`src/rtl/mac_pkg.sv`:
```
// Shared types and constants for the byte-sum MAC read sequencer.
package mac_pkg;

  // Run sequencing states
  typedef enum logic [2:0] {
    ST_IDLE   = 3'd0,
    ST_CLR    = 3'd1,
    ST_ISSUE  = 3'd2,
    ST_DRAIN  = 3'd3,
    ST_SETTLE = 3'd4
  } seq_state_e;

  localparam logic [1:0] AXI_BURST_INCR  = 2'b01;
  localparam logic [1:0] AXI_RESP_OKAY   = 2'b00;
  localparam logic [1:0] AXI_RESP_SLVERR = 2'b10;
  localparam logic [1:0] AXI_RESP_DECERR = 2'b11;

  // Bytes carried by one data beat
  function automatic int beat_bytes(input int data_w);
    return data_w / 8;
  endfunction

  // Number of low address bits cleared so a full burst never crosses its own size boundary
  function automatic int align_bits(input int data_w, input int burst_len);
    return $clog2(burst_len * (data_w / 8));
  endfunction

  // AXI arsize encoding for a full-width beat
  function automatic logic [2:0] axi_size(input int data_w);
    return 3'($clog2(data_w / 8));
  endfunction

endpackage

```
`src/rtl/mac_rd_sequencer_if.sv`:
```
// AXI read-address channel plus R-channel monitor taps seen by the sequencer.
interface mac_rd_sequencer_if #(
  parameter int ADDR_W = 32
);

  logic [ADDR_W-1:0] m_axi_araddr;
  logic [7:0]        m_axi_arlen;
  logic [2:0]        m_axi_arsize;
  logic [1:0]        m_axi_arburst;
  logic              m_axi_arvalid;
  logic              m_axi_arready;
  logic              r_valid;
  logic              r_ready;
  logic              r_last;
  logic [1:0]        r_resp;

  // Sequencer side: drives AR, only observes R
  modport master (
    output m_axi_araddr, m_axi_arlen, m_axi_arsize, m_axi_arburst, m_axi_arvalid,
    input  m_axi_arready, r_valid, r_ready, r_last, r_resp
  );

  // Interconnect / memory side
  modport slave (
    input  m_axi_araddr, m_axi_arlen, m_axi_arsize, m_axi_arburst, m_axi_arvalid,
    output m_axi_arready, r_valid, r_ready, r_last, r_resp
  );

endinterface

```
`src/rtl/mac_rd_outst_cnt.sv`:
```
// Outstanding-burst counter: up on AR handshake, down on final R beat, full at MAX_OUTST.
module mac_rd_outst_cnt #(
  parameter int MAX_OUTST = 4,
  parameter int CW        = $clog2(MAX_OUTST + 1)
) (
  input  logic          clk,
  input  logic          rstn,
  input  logic          i_inc,
  input  logic          i_dec,
  output logic [CW-1:0] o_count,
  output logic          o_full
);

  logic [CW-1:0] r_count;

  // Simultaneous inc and dec cancel; a stray rlast with nothing outstanding is ignored
  always_ff @(posedge clk) begin
    if (!rstn) begin
      r_count <= '0;
    end else if (i_inc && !i_dec) begin
      r_count <= r_count + CW'(1);
    end else if (!i_inc && i_dec && (r_count != '0)) begin
      r_count <= r_count - CW'(1);
    end
  end

  assign o_count = r_count;
  assign o_full  = (r_count >= CW'(MAX_OUTST));

endmodule

```
`src/rtl/mac_rd_sequencer.sv`:
```
// Sequences one DDR read run into the byte-sum MAC: clears the MAC, issues INCR bursts
// over the configured region with bounded outstanding bursts, drains, then captures
// the sum, elapsed cycles and error status.
module mac_rd_sequencer
  import mac_pkg::*;
#(
  parameter int ADDR_W    = 32,
  parameter int DATA_W    = 64,
  parameter int BURST_LEN = 16,
  parameter int MAX_OUTST = 4,
  parameter int PIPE_LAT  = 2
) (
  input  logic               clk,
  input  logic               rstn,
  input  logic               cfg_start,
  input  logic               cfg_abort,
  input  logic [ADDR_W-1:0]  cfg_addr,
  input  logic [31:0]        cfg_nbeats,
  mac_rd_sequencer_if.master axi,
  output logic               mac_start,
  input  logic [31:0]        mac_sum,
  output logic               busy,
  output logic               done,
  output logic               err,
  output logic [31:0]        result,
  output logic [31:0]        cycles,
  output logic [31:0]        beats_rx
);

  localparam int BEAT_B = beat_bytes(DATA_W);
  localparam int ALIGN  = align_bits(DATA_W, BURST_LEN);
  localparam int OW     = $clog2(MAX_OUTST + 1);
  localparam int SW     = $clog2(PIPE_LAT + 1);
  localparam logic [ADDR_W-1:0] ALIGN_MASK = ~((ADDR_W'(1) << ALIGN) - ADDR_W'(1));

  seq_state_e        r_state;
  seq_state_e        w_next;

  logic [ADDR_W-1:0] r_addr;
  logic [31:0]       r_rem;
  logic              r_ar_hold;
  logic              r_abort;
  logic [SW-1:0]     r_settle;
  logic              r_done;
  logic              r_err;
  logic [31:0]       r_result;
  logic [31:0]       r_cycles;
  logic [31:0]       r_beats;

  logic [OW-1:0]     w_outst;
  logic              w_full;
  logic              w_arvalid;
  logic              w_ar_hs;
  logic              w_r_hs;
  logic              w_r_end;
  logic              w_accept;
  logic              w_abort_any;
  logic              w_settle_end;
  logic              w_resp_bad;
  logic [31:0]       w_burst_beats;
  logic [7:0]        w_len_m1;
  logic [ADDR_W-1:0] w_burst_bytes;

  assign w_accept      = (r_state == ST_IDLE) && cfg_start;
  assign w_abort_any   = r_abort || cfg_abort;
  assign w_ar_hs       = w_arvalid && axi.m_axi_arready;
  assign w_r_hs        = axi.r_valid && axi.r_ready;
  assign w_r_end       = w_r_hs && axi.r_last;
  assign w_resp_bad    = (axi.r_resp == AXI_RESP_SLVERR) || (axi.r_resp == AXI_RESP_DECERR);
  assign w_settle_end  = (r_state == ST_SETTLE) && (r_settle == SW'(PIPE_LAT - 1));
  assign w_burst_beats = (r_rem < 32'(BURST_LEN)) ? r_rem : 32'(BURST_LEN);
  assign w_len_m1      = 8'(w_burst_beats - 32'd1);
  assign w_burst_bytes = ADDR_W'(w_burst_beats * 32'(BEAT_B));

  mac_rd_outst_cnt #(
    .MAX_OUTST (MAX_OUTST),
    .CW        (OW)
  ) u_outst (
    .clk     (clk),
    .rstn    (rstn),
    .i_inc   (w_ar_hs),
    .i_dec   (w_r_end),
    .o_count (w_outst),
    .o_full  (w_full)
  );

  // State register; reset drops any run immediately
  always_ff @(posedge clk) begin
    if (!rstn) begin
      r_state <= ST_IDLE;
    end else begin
      r_state <= w_next;
    end
  end

  // Next-state: an AR already presented always completes before leaving ISSUE
  always_comb begin
    w_next = r_state;
    case (r_state)
      ST_IDLE: begin
        if (cfg_start) w_next = ST_CLR;
      end
      ST_CLR: begin
        w_next = (r_rem == 32'd0) ? ST_SETTLE : ST_ISSUE;
      end
      ST_ISSUE: begin
        if (w_ar_hs) begin
          if ((r_rem == w_burst_beats) || w_abort_any) w_next = ST_DRAIN;
        end else if (!w_arvalid && w_abort_any) begin
          w_next = ST_DRAIN;
        end
      end
      ST_DRAIN: begin
        if (w_outst == '0) w_next = ST_SETTLE;
      end
      ST_SETTLE: begin
        if (w_settle_end) w_next = ST_IDLE;
      end
      default: w_next = ST_IDLE;
    endcase
  end

  // Moore outputs: clear pulse, busy, and AR valid (held once presented)
  always_comb begin
    mac_start = 1'b0;
    busy      = 1'b1;
    w_arvalid = 1'b0;
    case (r_state)
      ST_IDLE:  busy = 1'b0;
      ST_CLR:   mac_start = 1'b1;
      ST_ISSUE: w_arvalid = r_ar_hold || (!w_full && (r_rem != 32'd0) && !r_abort);
      default:  ;
    endcase
  end

  // Burst address and remaining beats: loaded at accept, advanced per AR handshake
  always_ff @(posedge clk) begin
    if (!rstn) begin
      r_addr <= '0;
      r_rem  <= '0;
    end else if (w_accept) begin
      r_addr <= cfg_addr & ALIGN_MASK;
      r_rem  <= cfg_nbeats;
    end else if (w_ar_hs) begin
      r_addr <= r_addr + w_burst_bytes;
      r_rem  <= r_rem - w_burst_beats;
    end
  end

  // Remember an AR that was presented but not yet accepted so abort cannot withdraw it
  always_ff @(posedge clk) begin
    if (!rstn) begin
      r_ar_hold <= 1'b0;
    end else if (w_ar_hs || (r_state != ST_ISSUE)) begin
      r_ar_hold <= 1'b0;
    end else if (w_arvalid) begin
      r_ar_hold <= 1'b1;
    end
  end

  // Abort request latched for the rest of the run; ignored while idle
  always_ff @(posedge clk) begin
    if (!rstn) begin
      r_abort <= 1'b0;
    end else if (w_accept) begin
      r_abort <= 1'b0;
    end else if (cfg_abort && busy) begin
      r_abort <= 1'b1;
    end
  end

  // Settle timer gives the MAC pipeline time to fold in the final beat
  always_ff @(posedge clk) begin
    if (!rstn) begin
      r_settle <= '0;
    end else if (r_state != ST_SETTLE) begin
      r_settle <= '0;
    end else begin
      r_settle <= r_settle + SW'(1);
    end
  end

  // Sticky status: done at capture, err on bad response or abort; both cleared on accept
  always_ff @(posedge clk) begin
    if (!rstn) begin
      r_done <= 1'b0;
      r_err  <= 1'b0;
    end else if (w_accept) begin
      r_done <= 1'b0;
      r_err  <= 1'b0;
    end else begin
      if (w_settle_end) r_done <= 1'b1;
      if (busy && (cfg_abort || (w_r_hs && w_resp_bad))) r_err <= 1'b1;
    end
  end

  // Run statistics: saturating busy-cycle count, R beat count, captured sum
  always_ff @(posedge clk) begin
    if (!rstn) begin
      r_cycles <= '0;
      r_beats  <= '0;
      r_result <= '0;
    end else if (w_accept) begin
      r_cycles <= '0;
      r_beats  <= '0;
    end else begin
      if (busy && (r_cycles != 32'hFFFF_FFFF)) r_cycles <= r_cycles + 32'd1;
      if (busy && w_r_hs) r_beats <= r_beats + 32'd1;
      if (w_settle_end) r_result <= mac_sum;
    end
  end

  assign axi.m_axi_araddr  = r_addr;
  assign axi.m_axi_arlen   = w_len_m1;
  assign axi.m_axi_arsize  = axi_size(DATA_W);
  assign axi.m_axi_arburst = AXI_BURST_INCR;
  assign axi.m_axi_arvalid = w_arvalid;

  assign done     = r_done;
  assign err      = r_err;
  assign result   = r_result;
  assign cycles   = r_cycles;
  assign beats_rx = r_beats;

endmodule

```
`src/flat_wrapper.sv`:
```
// flat-port wrapper written by rule: the top's interface ports become plain ports
module mac_rd_sequencer_flat import mac_pkg::*;
#(
  parameter int ADDR_W    = 32,
  parameter int DATA_W    = 64,
  parameter int BURST_LEN = 16,
  parameter int MAX_OUTST = 4,
  parameter int PIPE_LAT  = 2
)
  (clk, rstn, cfg_start, cfg_abort, cfg_addr, cfg_nbeats, mac_start, mac_sum, busy, done, err, result, cycles, beats_rx, axi_m_axi_araddr, axi_m_axi_arlen, axi_m_axi_arsize, axi_m_axi_arburst, axi_m_axi_arvalid, axi_m_axi_arready, axi_r_valid, axi_r_ready, axi_r_last, axi_r_resp);
  mac_rd_sequencer_if #(.ADDR_W(ADDR_W)) axi_i ();
  input  logic clk;
  input  logic rstn;
  input  logic cfg_start;
  input  logic cfg_abort;
  input  logic [ADDR_W-1:0] cfg_addr;
  input  logic [31:0] cfg_nbeats;
  output logic mac_start;
  input  logic [31:0] mac_sum;
  output logic busy;
  output logic done;
  output logic err;
  output logic [31:0] result;
  output logic [31:0] cycles;
  output logic [31:0] beats_rx;
  output wire logic [$bits(axi_i.m_axi_araddr)-1:0] axi_m_axi_araddr;
  output wire logic [$bits(axi_i.m_axi_arlen)-1:0] axi_m_axi_arlen;
  output wire logic [$bits(axi_i.m_axi_arsize)-1:0] axi_m_axi_arsize;
  output wire logic [$bits(axi_i.m_axi_arburst)-1:0] axi_m_axi_arburst;
  output wire logic [$bits(axi_i.m_axi_arvalid)-1:0] axi_m_axi_arvalid;
  input wire logic [$bits(axi_i.m_axi_arready)-1:0] axi_m_axi_arready;
  input wire logic [$bits(axi_i.r_valid)-1:0] axi_r_valid;
  input wire logic [$bits(axi_i.r_ready)-1:0] axi_r_ready;
  input wire logic [$bits(axi_i.r_last)-1:0] axi_r_last;
  input wire logic [$bits(axi_i.r_resp)-1:0] axi_r_resp;
  assign axi_m_axi_araddr = axi_i.m_axi_araddr;
  assign axi_m_axi_arlen = axi_i.m_axi_arlen;
  assign axi_m_axi_arsize = axi_i.m_axi_arsize;
  assign axi_m_axi_arburst = axi_i.m_axi_arburst;
  assign axi_m_axi_arvalid = axi_i.m_axi_arvalid;
  assign axi_i.m_axi_arready = axi_m_axi_arready;
  assign axi_i.r_valid = axi_r_valid;
  assign axi_i.r_ready = axi_r_ready;
  assign axi_i.r_last = axi_r_last;
  assign axi_i.r_resp = axi_r_resp;
  mac_rd_sequencer #(.ADDR_W(ADDR_W), .DATA_W(DATA_W), .BURST_LEN(BURST_LEN), .MAX_OUTST(MAX_OUTST), .PIPE_LAT(PIPE_LAT)) u_core (.clk(clk), .rstn(rstn), .cfg_start(cfg_start), .cfg_abort(cfg_abort), .cfg_addr(cfg_addr), .cfg_nbeats(cfg_nbeats), .axi(axi_i), .mac_start(mac_start), .mac_sum(mac_sum), .busy(busy), .done(done), .err(err), .result(result), .cycles(cycles), .beats_rx(beats_rx));
endmodule
```
`config.mk`:
```
export PLATFORM = sky130hd
export DESIGN_NAME = mac_rd_sequencer_flat
export DESIGN_NICKNAME = d
export VERILOG_FILES = /design/src/rtl/mac_pkg.sv /design/src/rtl/mac_rd_sequencer_if.sv /design/src/rtl/mac_rd_outst_cnt.sv /design/src/rtl/mac_rd_sequencer.sv /design/src/flat_wrapper.sv
export SDC_FILE = /design/constraint.sdc
export NUM_CORES = 1
export LEC_CHECK = 0
export CAP_MARGIN = 20
export CORE_ASPECT_RATIO = 1.2
export CORE_MARGIN = 3
export CORE_UTILIZATION = 25
export DETAILED_ROUTE_END_ITERATION = 7
export SKIP_CTS_REPAIR_TIMING = 1
export SYNTH_ARGS = -nofsm -noshare
export SYNTH_HDL_FRONTEND = slang
export SYNTH_SLANG_ARGS = --single-unit
```
`constraint.sdc`:
```
create_clock -name clk -period 5.4 [get_ports clk]
set_input_delay 1.62 -clock clk [delete_from_list [all_inputs] [get_ports clk]]
set_output_delay 1.62 -clock clk [all_outputs]
set_load 0.02 [all_outputs]
```
==> Flow_metrics.wiki, run 1 <==
{| class="wikitable"
! Metric !! Value
|-
| Count of final setup violators || 0
|-
| Number of rows in the core area || 76
|-
| Net switching fraction of the power || 40.2%
|-
| Sequential fraction of design power || 33.0%
|-
| Number of inserted filler cells in the final layout || 3,824
|-
| Clock root cell || sky130_fd_sc_hd__clkbuf_16
|-
| # Max-Cap Violations || 0
|-
| Residual DRC || 0
|-
| Routed wirelength normalized by instance count || 15.8 um
|-
| Post-DR vias/cell || 4.86
|-
| Setup TNS after final layout || 0 ns
|-
| Global Route Usage Sum || 14.6%
|-
| Element type at the critical path end || output port
|-
| Power spent charging and discharging nets || 1.88 mW
|-
| Routed Antenna Nets || 0
|-
| Combinational power share || 41.3%
|-
| Tightest Pin Transition || 0.853 ns
|-
| Proportion of synthesized area in mux cells || 1.10%
|-
| Cell taking the most area after synthesis || sky130_fd_sc_hd__dfxtp_1
|-
| Post-Synth XOR/XNOR Area || 7.22%
|-
| Combinational family with the most area after synthesis || simple AND/OR/NAND/NOR gates
|-
| Total I/O pin count || 252
|-
| Total power divided by cell area || 370 nW/um^2
|-
| Highest clock frequency the design can meet || 195 MHz
|-
| Share of final-layout standard cells stronger than drive strength 1 || 5.11%
|-
| Most instantiated flip-flop cell in the synthesis netlist || sky130_fd_sc_hd__dfxtp_1
|-
| Die Y-Extent || 216 um
|-
| Number of iterations in the first detailed-routing pass || 4
|-
| Post-synth design cell area || 9220 sq um
|-
| Buffer depth of the longest clock path || 2
|-
| Cell types occupying the most area after synthesis || sky130_fd_sc_hd__dfxtp_1, sky130_fd_sc_hd__nand2_1, sky130_fd_sc_hd__a21oi_1, sky130_fd_sc_hd__nor2_1, sky130_fd_sc_hd__xor2_1
|-
| Gate count after technology mapping || 1,164
|-
| Clock tree from TritonCTS || yes
|-
| Detailed-route wire length || 29,700 um
|-
| Int Power || 2.80 mW
|-
| Most instantiated cells after synthesis || sky130_fd_sc_hd__dfxtp_1, sky130_fd_sc_hd__nand2_1, sky130_fd_sc_hd__nor2_1, sky130_fd_sc_hd__a21oi_1, sky130_fd_sc_hd__nand3_1
|-
| Final clock period utilization by the worst path || 94.9%
|-
| Synthesized-area fraction occupied by ao, oa, aoi and oai cells || 19.3%
|-
| Synth top area share || 36.7%
|-
| YS warnings || 0
|-
| Register area share after synthesis || 36.7%
|-
| Data arrival, critical path || 3.50 ns
|-
| Endpoint required time on the critical path || 3.78 ns
|-
| Area of the placeable core || 36,100 sq um
|-
| IR Drop Worst-Case VDD || 0.000201 V
|-
| Number of antenna violations at the first check in global routing || 2
|-
| Cells traversed along the worst timing path || nor4_4, nand4b_4, nor3_2, inv_2, nor4b_1, o21bai_1, clkdlybuf4s50_1
|-
| Type of the most critical hold path || flop to flop
|-
| Number of synthesized register bits || 169
|-
| Die boundary width || 181 um
|-
| Clock insertion delay at the later pin of the skew report || 0.44 ns
|-
| Static Leak || 4.56 nW
|-
| Via count of the routed design || 9,126
|-
| Synth Area in Simple Gates || 26.6%
|-
| Syn_area_per_cell || 7.92 sq um
|-
| Seq. cell area || 3380 sq um
|-
| Clock net sink count || 169
|-
| Period minus WS final || 5.12 ns
|-
| HPWL after DPL || 21,900 um
|-
| Quantity of I/O buffers inserted on ports || 235
|-
| Count of routing violations after the opening detailed-route iteration || 386
|-
| Share of synthesized registers carrying an async set or reset || 0%
|-
| Gr ovfl total || 0
|-
| Post-layout power || 4.68 mW
|-
| Worst-path cell with the longest stage delay || sky130_fd_sc_hd__clkdlybuf4s50_1
|-
| Sort of element at the start of the critical path || flop
|-
| Most frequently used cell type in the post-synthesis netlist || sky130_fd_sc_hd__dfxtp_1
|-
| Depth of the worst hold-timing path || 1
|-
| RSZ-0062 raised after global routing || false
|-
| Biggest cell delay along the critical path || 0.67 ns
|-
| Clock Pin Slew Worst Setup and Hold Paths || 0.07 ns
|-
| Largest net degree at the start of global routing || 72
|-
| Number of distinct library cell variants in the gate-level netlist after synthesis || 77
|-
| Worst slew slack as a fraction of its limit || 42.6%
|-
| Number of clock buffers inserted by TritonCTS || 17
|-
| Clock group share of total power || 25.7%
|-
| Initial standard-cell utilization of the core || 25.5%
|-
| Area of the die || 39,200 sq um
|-
| Final weighted congestion in routability-driven placement || 0.833
|-
| Reg-to-reg setup timing slack || 1.09 ns
|-
| Post-synthesis adder-cell area fraction || 4.67%
|-
| Crit Path Category || flop to output port
|-
| Path depth of the worst reg2reg path || 15
|-
| Result of the run || finished clean
|-
| Maximum fanout count along the critical path || 9
|-
| Final clock skew || 0.0119 ns
|-
| CTS H-Tree Depth || 4
|-
| Final Hold Vio Count || 0
|-
| Via count of the first global-routing pass || 8,813
|-
| Layout overhead on the synthesized area || 37.4%
|-
| Area taken by multi-input logic gates || 5550 sq um
|-
| Wire length of the first global-routing pass || 46,700 um
|-
| Max-slew violation count || 0
|-
| Post-synth EDFFs || 0
|-
| Fin nets || 1,536
|}
==> cell type report <==
class	count	area share [%]
diodes	1	0.0198
clock buffers	19	3.50
clock inverters	11	0.928
inverters	24	0.711
multi-input cells	931	43.8
flip-flops and latches	169	26.7
well taps	468	4.62
repair buffers	254	19.7
==> layer usage <==
metal / vias up / wire (um) / GRT usage [%]
met4: 2 / 748 / 5.59
met3: 42 / 2150 / 4.85
met2: 252 / 14000 / 24.5
li1: 4592 / - / -
met5: - / 13 / 0
met1: 4238 / 12700 / 17.4
==> placed cells by master, fill, tap and decap left out, drive strengths merged, types with 21 or more instances in the layout <==
master	Yosys	layout
xor2	47	47
nand4	21	21
xnor2	29	29
nand3	53	53
nor3	31	31
o21ai	44	44
nor2	120	120
dfxtp	169	169
conb	2	31
clkdlybuf4s50	0	235
inv	23	27
a21oi	110	110
nor4	22	22
nand2	164	164
ha	32	32
==> stage by stage <==
| stage | utilization [%] | area [sq um] | setup WS [ns] | hold slack, ns | std cells |
|---|---|---|---|---|---|
| after floorplan | - | 9330 | 1.09 | 0.399 | 1193 |
| final | 35.1 | 12700 | 0.277 | 0.423 | 1877 |
| after global routing | 35.1 | 12700 | 0.00656 | 0.447 | 1877 |
| after global placement | 33.5 | 12100 | 0.743 | 0.406 | 1845 |
| after detailed placement | 33.5 | 12100 | 0.698 | 0.416 | 1845 |
| after CTS | 35.0 | 12700 | 0.219 | 0.426 | 1875 |
==> power groups by stage <==
| stage | combinational [mW] | clock, mW | sequential, mW |
|---|---|---|---|
| floorplan | 1.27 | 0 | 1.59 |
| global placement | 1.89 | 0 | 1.57 |
| detailed placement | 1.91 | 0 | 1.57 |
| CTS | 1.92 | 1.26 | 1.54 |
| global route | 2.12 | 1.29 | 1.57 |
| finish | 1.93 | 1.21 | 1.55 |
==> sequential cells by signal, summed over array words and instances (netlist names) <==
register / flops
u_core.beats_rx: 32
u_core.cycles: 32
u_core.r_rem: 32
u_core.result: 32
u_core.axi.m_axi_araddr: 29
u_core.r_state: 3
u_core.u_outst.o_count: 3
u_core.r_settle: 2
u_core.done: 1
u_core.err: 1
u_core.r_abort: 1
u_core.r_ar_hold: 1
==> path summary, 6_finish.rpt <==
check / from / to
setup / recovery: u_core.r_rem[20]$_SDFFE_PN0P_ / axi_m_axi_arlen[4]
hold / removal: u_core.r_settle[0]$_SDFF_PP0_ / u_core.r_settle[0]$_SDFF_PP0_
setup reg to reg: u_core.r_rem[20]$_SDFFE_PN0P_ / u_core.axi.m_axi_araddr[31]$_SDFFE_PN0P_
hold reg to reg: u_core.r_settle[0]$_SDFF_PP0_ / u_core.r_settle[0]$_SDFF_PP0_
==> logic make-up after synthesis <==
group                    after synthesis
adder cells (fa/ha/maj)               34
flip-flops                           169
buffers and inverters                 93
multiplexers                          10
AND/OR/NAND/NOR                      499
XOR/XNOR                              76
other                                  2
AO/OA/AOI/OAI                        281
==> critical path: cells and delay by family, from the launching register on <==
kind	cells	cell delay, ns
simple gates	4	1.63
buf+inv	2	0.80
compound gates	1	0.24
flops	1	0.39
No activity file was read; power rests on OpenSTA's default activity.
==> run 2, diff against run 1 <==
- CORE_UTILIZATION: 25 -> 49
- GPL_ROUTABILITY_DRIVEN: default -> 1
- HOLD_SLACK_MARGIN: default -> 0.15
- PLACE_DENSITY: default -> 0.81
==> Flow_metrics.wiki, run 2 (synthesis gave the netlist of run 1 again) <==
{| class="wikitable"
! Metric !! Value
|-
| Static Leak || 4.57 nW
|-
| Type of the most critical hold path || flop to flop
|-
| Element type at the critical path end || output port
|-
| Depth of the worst hold-timing path || 1
|-
| RSZ-0062 raised after global routing || false
|-
| Crit Path Category || flop to output port
|-
| Clock net sink count || 169
|-
| Wire length of the first global-routing pass || 43,600 um
|-
| Sequential fraction of design power || 32.7%
|-
| Worst Min Path Start || u_core.r_settle[0]$_SDFF_PP0_
|-
| Routed wirelength normalized by instance count || 16.1 um
|-
| Global Route Usage Sum || 25.5%
|-
| Final clock period utilization by the worst path || 94.1%
|-
| End of the worst register-to-register path || u_core.axi.m_axi_araddr[31]$_SDFFE_PN0P_
|-
| Post-DR vias/cell || 5.60
|-
| Placed cell count || 1,627
|-
| Detailed-route wire length || 26,700 um
|-
| Worst-path cell with the longest stage delay || sky130_fd_sc_hd__clkdlybuf4s50_1
|-
| Gr ovfl total || 0
|-
| Result of the run || finished clean
|-
| Clock root cell || sky130_fd_sc_hd__clkbuf_16
|-
| Data arrival, critical path || 3.46 ns
|-
| Number of iterations in the first detailed-routing pass || 4
|-
| Net switching fraction of the power || 39.7%
|-
| Most common cell after layout, fill and taps aside || sky130_fd_sc_hd__clkdlybuf4s50_1
|-
| Number of inserted filler cells in the final layout || 1,543
|-
| Residual DRC || 0
|-
| Largest net degree at the start of global routing || 60
|-
| Count of final setup violators || 0
|-
| Via count of the first global-routing pass || 8,968
|-
| Power spent charging and discharging nets || 1.87 mW
|-
| Cells traversed along the worst timing path || nor4_2, nand2_2, nor3_2, inv_2, nor4b_1, o21bai_1, clkdlybuf4s50_1
|-
| Number of clock buffers inserted by TritonCTS || 17
|-
| Setup TNS after final layout || 0 ns
|-
| Number of rows in the core area || 54
|-
| Routed Antenna Nets || 0
|-
| Area of the die || 20,500 sq um
|-
| IR Drop Worst-Case VDD || 0.000272 V
|-
| Total I/O pin count || 252
|-
| Buffer depth of the longest clock path || 2
|-
| Tightest Pin Transition || 1.02 ns
|-
| Non-filler instance count after layout || 1,660
|-
| Sort of element at the start of the critical path || flop
|-
| Combinational power share || 40.3%
|-
| # Max-Cap Violations || 0
|-
| Maximum fanout count along the critical path || 10
|-
| Quantity of I/O buffers inserted on ports || 235
|-
| Commonest cells after routing, fill and taps aside || sky130_fd_sc_hd__clkdlybuf4s50_1, sky130_fd_sc_hd__dfxtp_1, sky130_fd_sc_hd__nand2_1, sky130_fd_sc_hd__nor2_1, sky130_fd_sc_hd__a21oi_1
|-
| Worst slew slack as a fraction of its limit || 31.6%
|-
| Fin nets || 1,534
|-
| Family of cells with the greatest summed delay on the critical path || simple AND/OR/NAND/NOR gates
|-
| Layout overhead on the synthesized area || 34.8%
|-
| Clock Pin Slew Worst Setup and Hold Paths || 0.07 ns
|-
| CP Buf/Inv Count || 2
|-
| Clock insertion delay at the later pin of the skew report || 0.43 ns
|-
| Count of routing violations after the opening detailed-route iteration || 508
|-
| Die boundary width || 131 um
|-
| Share of final-layout standard cells stronger than drive strength 1 || 5.11%
|-
| Area of the placeable core || 18,300 sq um
|-
| Final weighted congestion in routability-driven placement || 0.920
|-
| Path depth of the worst reg2reg path || 15
|-
| Endpoint required time on the critical path || 3.78 ns
|-
| Initial standard-cell utilization of the core || 50.4%
|-
| Clock group share of total power || 27.0%
|-
| Final Hold Vio Count || 0
|-
| Via count of the routed design || 9,295
|-
| Hold endpoint || u_core.r_settle[0]$_SDFF_PP0_
|-
| Period minus WS final || 5.08 ns
|-
| Number of antenna violations at the first check in global routing || 1
|-
| Highest clock frequency the design can meet || 197 MHz
|-
| CTS H-Tree Depth || 4
|-
| Biggest cell delay along the critical path || 0.65 ns
|-
| HPWL after DPL || 19,600 um
|-
| Die Y-Extent || 156 um
|-
| Final clock skew || 0.0120 ns
|-
| Max-slew violation count || 0
|-
| Total power divided by cell area || 380 nW/um^2
|-
| Clock tree from TritonCTS || yes
|-
| Number of antenna cells inserted || 0
|-
| R2r startpoint || u_core.r_rem[5]$_SDFFE_PN0P_
|-
| Int Power || 2.85 mW
|-
| Reg-to-reg setup timing slack || 1.04 ns
|}
## run 2: cell count changes in the layout (fill, tap and decap cells not counted), sizes merged
cell      delta
bufinv       +1
diode        -1
inv          +6
buf          -2
clkinv       -5
clkinvlp     +1
clkbuf       -1
## run 2: layer usage
metal	track usage (%)	vias up	wire (um)
met1	29.3	4312	10900
met3	7.52	53	2060
met4	10.2	2	782
li1	-	4605	-
met2	44.9	323	13000
met5	0	-	13
## run 2: worst max-delay path by stage
stage | endpoint | cells after the start | startpoint
floorplan | axi_m_axi_arlen[4] | 9 | u_core.r_rem[4]$_SDFFE_PN0P_
global placement | axi_m_axi_arlen[4] | 7 | u_core.r_rem[5]$_SDFFE_PN0P_
detailed placement | axi_m_axi_arlen[4] | 7 | u_core.r_rem[5]$_SDFFE_PN0P_
CTS | axi_m_axi_arlen[4] | 7 | u_core.r_rem[5]$_SDFFE_PN0P_
global route | axi_m_axi_arlen[4] | 7 | u_core.r_rem[5]$_SDFFE_PN0P_
finish | axi_m_axi_arlen[4] | 7 | u_core.r_rem[5]$_SDFFE_PN0P_
## run 2: final cells by class
cell class / instances / area (sq um) / area share, %
clock inverter: 14 / 178 / 1.43
timing repair buffer: 252 / 2480 / 19.9
sequential: 169 / 3380 / 27.2
tap: 252 / 315 / 2.54
inverter: 24 / 90.1 / 0.725
multi-input combinational: 931 / 5550 / 44.7
clock buffer: 18 / 429 / 3.45
## run 2: worst register-to-register path, stage by stage, from the launching register on
cell and delay (ns):
sky130_fd_sc_hd__dfxtp_1 0.37, sky130_fd_sc_hd__nor4_2 0.59, sky130_fd_sc_hd__nand2_2 0.35, sky130_fd_sc_hd__nor3_2 0.43, sky130_fd_sc_hd__nand2_1 0.16, sky130_fd_sc_hd__inv_1 0.09
sky130_fd_sc_hd__ha_1 0.22, sky130_fd_sc_hd__ha_1 0.20, sky130_fd_sc_hd__a21o_1 0.12, sky130_fd_sc_hd__a21oi_1 0.08, sky130_fd_sc_hd__o21ai_0 0.31, sky130_fd_sc_hd__nor2_2 0.14
sky130_fd_sc_hd__a2111oi_4 0.54, sky130_fd_sc_hd__a41oi_1 0.21, sky130_fd_sc_hd__o31a_1 0.31, sky130_fd_sc_hd__nor3_1 0.18
## run 2: per-stage QoR
step           hold WS, ns  total power, mW  cell area (sq um)  utilization [%]  setup WS, ns
2_1_floorplan        0.399             2.85               9330                -          1.09
3_3_place_gp         0.408             3.39              11800             64.5         0.848
3_5_place_dp         0.417             3.42              11800             64.5         0.826
4_1_cts              0.426             4.70              12400             67.8         0.336
5_1_grt              0.451             4.99              12400             67.9       0.00638
6_report             0.424             4.72              12400             67.9         0.316
## run 2: power by group through the flow
stage / logic (mW) / clock network [mW] / registers (mW)
2_1_floorplan: 1.27 / 0 / 1.59
3_3_place_gp: 1.83 / 0 / 1.56
3_5_place_dp: 1.86 / 0 / 1.57
4_1_cts: 1.87 / 1.29 / 1.54
5_1_grt: 2.08 / 1.35 / 1.57
6_report: 1.90 / 1.27 / 1.54
==> run 3, diff against run 2 <==
- CORE_ASPECT_RATIO: 1.2 -> default
- PLACE_DENSITY: 0.81 -> default
- PLACE_DENSITY_LB_ADDON: default -> 0.05
==> Flow_metrics.wiki, run 3 (synthesis gave the netlist of run 1 again) <==
{| class="wikitable"
! Metric !! Value
|-
| Die boundary width || 143 um
|-
| Detailed-route wire length || 26,100 um
|-
| Wire length of the first global-routing pass || 41,500 um
|-
| Commonest cells after routing, fill and taps aside || sky130_fd_sc_hd__clkdlybuf4s50_1, sky130_fd_sc_hd__dfxtp_1, sky130_fd_sc_hd__nand2_1, sky130_fd_sc_hd__nor2_1, sky130_fd_sc_hd__a21oi_1
|-
| Worst hold margin || 0.424 ns
|-
| Tightest Pin Transition || 0.891 ns
|-
| Clock tree from TritonCTS || yes
|-
| Setup TNS after final layout || 0 ns
|-
| Count of routing violations after the opening detailed-route iteration || 572
|-
| Routed wirelength normalized by instance count || 16.0 um
|-
| Total power divided by cell area || 373 nW/um^2
|-
| Maximum fanout count along the critical path || 10
|-
| Seq. cell area || 3380 sq um
|-
| Share of final-layout standard cells stronger than drive strength 1 || 4.98%
|-
| RSZ-0062 raised after global routing || false
|-
| Net switching fraction of the power || 40.1%
|-
| Sequential fraction of design power || 33.5%
|-
| Final Hold Vio Count || 0
|-
| Routed Antenna Nets || 0
|-
| Fin nets || 1,532
|-
| Int Power || 2.77 mW
|-
| IR Drop Worst-Case VDD || 0.000259 V
|-
| Number of antenna cells inserted || 0
|-
| Data arrival, critical path || 3.46 ns
|-
| Number of iterations in the first detailed-routing pass || 5
|-
| Quantity of I/O buffers inserted on ports || 235
|-
| Instance area at placement || 11,800 sq um
|-
| Most common cell after layout, fill and taps aside || sky130_fd_sc_hd__clkdlybuf4s50_1
|-
| Largest net degree at the start of global routing || 72
|-
| Endpoint required time on the critical path || 3.78 ns
|-
| Buffer depth of the longest clock path || 2
|-
| Number of antenna violations at the first check in global routing || 0
|-
| Type of the most critical hold path || flop to flop
|-
| Number of inserted filler cells in the final layout || 1,595
|-
| Clock insertion delay at the later pin of the skew report || 0.43 ns
|-
| Final Cell Area || 12,400 sq um
|-
| R2r startpoint || u_core.r_rem[5]$_SDFFE_PN0P_
|-
| Via count of the routed design || 9,159
|-
| HPWL after DPL || 18,800 um
|-
| Total I/O pin count || 252
|-
| Layout overhead on the synthesized area || 34.2%
|-
| Static Leak || 4.55 nW
|-
| Post-layout power || 4.61 mW
|-
| Number of rows in the core area || 49
|-
| Post-layout utilization of the core || 68.0%
|-
| Area taken by multi-input logic gates || 5550 sq um
|-
| Power spent charging and discharging nets || 1.85 mW
|-
| Count of final setup violators || 0
|-
| Number of clock buffers inserted by TritonCTS || 17
|-
| Period minus WS final || 5.08 ns
|-
| Worst slew slack as a fraction of its limit || 40.0%
|-
| Max-slew violation count || 0
|-
| Clock Pin Slew Worst Setup and Hold Paths || 0.07 ns
|-
| Residual DRC || 0
|-
| Gr ovfl total || 0
|-
| Combinational power share || 40.9%
|-
| Area of the die || 20,500 sq um
|-
| Post-DR vias/cell || 5.60
|-
| Critical path origin || u_core.r_rem[5]$_SDFFE_PN0P_
|-
| Final clock skew || 0.00822 ns
|-
| Result of the run || finished clean
|-
| Element type at the critical path end || output port
|-
| # Max-Cap Violations || 0
|-
| Area of the placeable core || 18,200 sq um
|-
| Via count of the first global-routing pass || 8,396
|-
| Clock group share of total power || 25.6%
|-
| Global Route Usage Sum || 25.0%
|-
| Final weighted congestion in routability-driven placement || 0.894
|-
| Crit Path Category || flop to output port
|-
| Highest clock frequency the design can meet || 197 MHz
|-
| Worst Min Path Start || u_core.r_settle[0]$_SDFF_PP0_
|-
| Initial standard-cell utilization of the core || 50.6%
|-
| CTS H-Tree Depth || 4
|-
| Die Y-Extent || 143 um
|-
| Final clock period utilization by the worst path || 94.0%
|-
| Clock root cell || sky130_fd_sc_hd__clkbuf_16
|-
| Clock net sink count || 169
|-
| Sort of element at the start of the critical path || flop
|}
## run 3: cell count changes in the layout (fill, tap and decap cells not counted), sizes merged
cell | before | now
bufinv | 2 | 0
buf | 17 | 14
clkbuf | 18 | 21
inv | 33 | 30
clkinv | 1 | 3
clkinvlp | 2 | 3
## run 3: metal layers
metal  global-route usage (%)  wire length (um)  vias up
li1                         -                 -     4591
met1                     32.4             11600     4276
met2                     41.2             12300      272
met3                     7.50              1990       20
met4                     5.35               280        0
met5                        0                 0        -
## run 3: critical path: stages, from the launching register on
cell and delay, ns:
sky130_fd_sc_hd__dfxtp_1 0.38, sky130_fd_sc_hd__nor4_2 0.57, sky130_fd_sc_hd__nand2_2 0.32, sky130_fd_sc_hd__nor3_2 0.41
sky130_fd_sc_hd__inv_2 0.12, sky130_fd_sc_hd__nor4b_1 0.39, sky130_fd_sc_hd__o21bai_1 0.17, sky130_fd_sc_hd__clkdlybuf4s50_1 0.66
## run 3: power by group through the flow
stage,sequential (mW),combinational (mW),clock (mW)
4_1_cts,1.54,1.86,1.21
2_1_floorplan,1.59,1.27,0
3_3_place_gp,1.56,1.83,0
5_1_grt,1.57,2.07,1.25
6_report,1.55,1.89,1.18
3_5_place_dp,1.57,1.85,0
## run 3: area by class of cell
cell class              instances  share of cell area, %
clock buffers                  20                   3.69
well taps                     229                   2.32
inverters                      24                  0.728
clock inverters                12                  0.860
repair buffers                250                   20.2
multi-input cells             931                   44.9
flip-flops and latches        169                   27.3
## run 3: metrics by stage
| stage | worst slack (ns) | instances |
|---|---|---|
| finish | 0.321 | 1635 |
| global route | 0.0812 | 1635 |
| CTS | 0.284 | 1633 |
| detailed placement | 0.740 | 1601 |
| global placement | 0.786 | 1601 |
| floorplan | 1.09 | 1193 |
## run 3: final timing paths
| check | end | depth (start not counted) | slack (ns) |
|---|---|---|---|
| worst max register to register | u_core.axi.m_axi_araddr[31]$_SDFFE_PN0P_ | 15 | 1.19 |
| worst min-delay path | u_core.r_settle[0]$_SDFF_PP0_ | 1 | 0.42 |
| worst min register to register | u_core.r_settle[0]$_SDFF_PP0_ | 1 | 0.42 |
| worst max-delay path | axi_m_axi_arlen[4] | 7 | 0.32 |
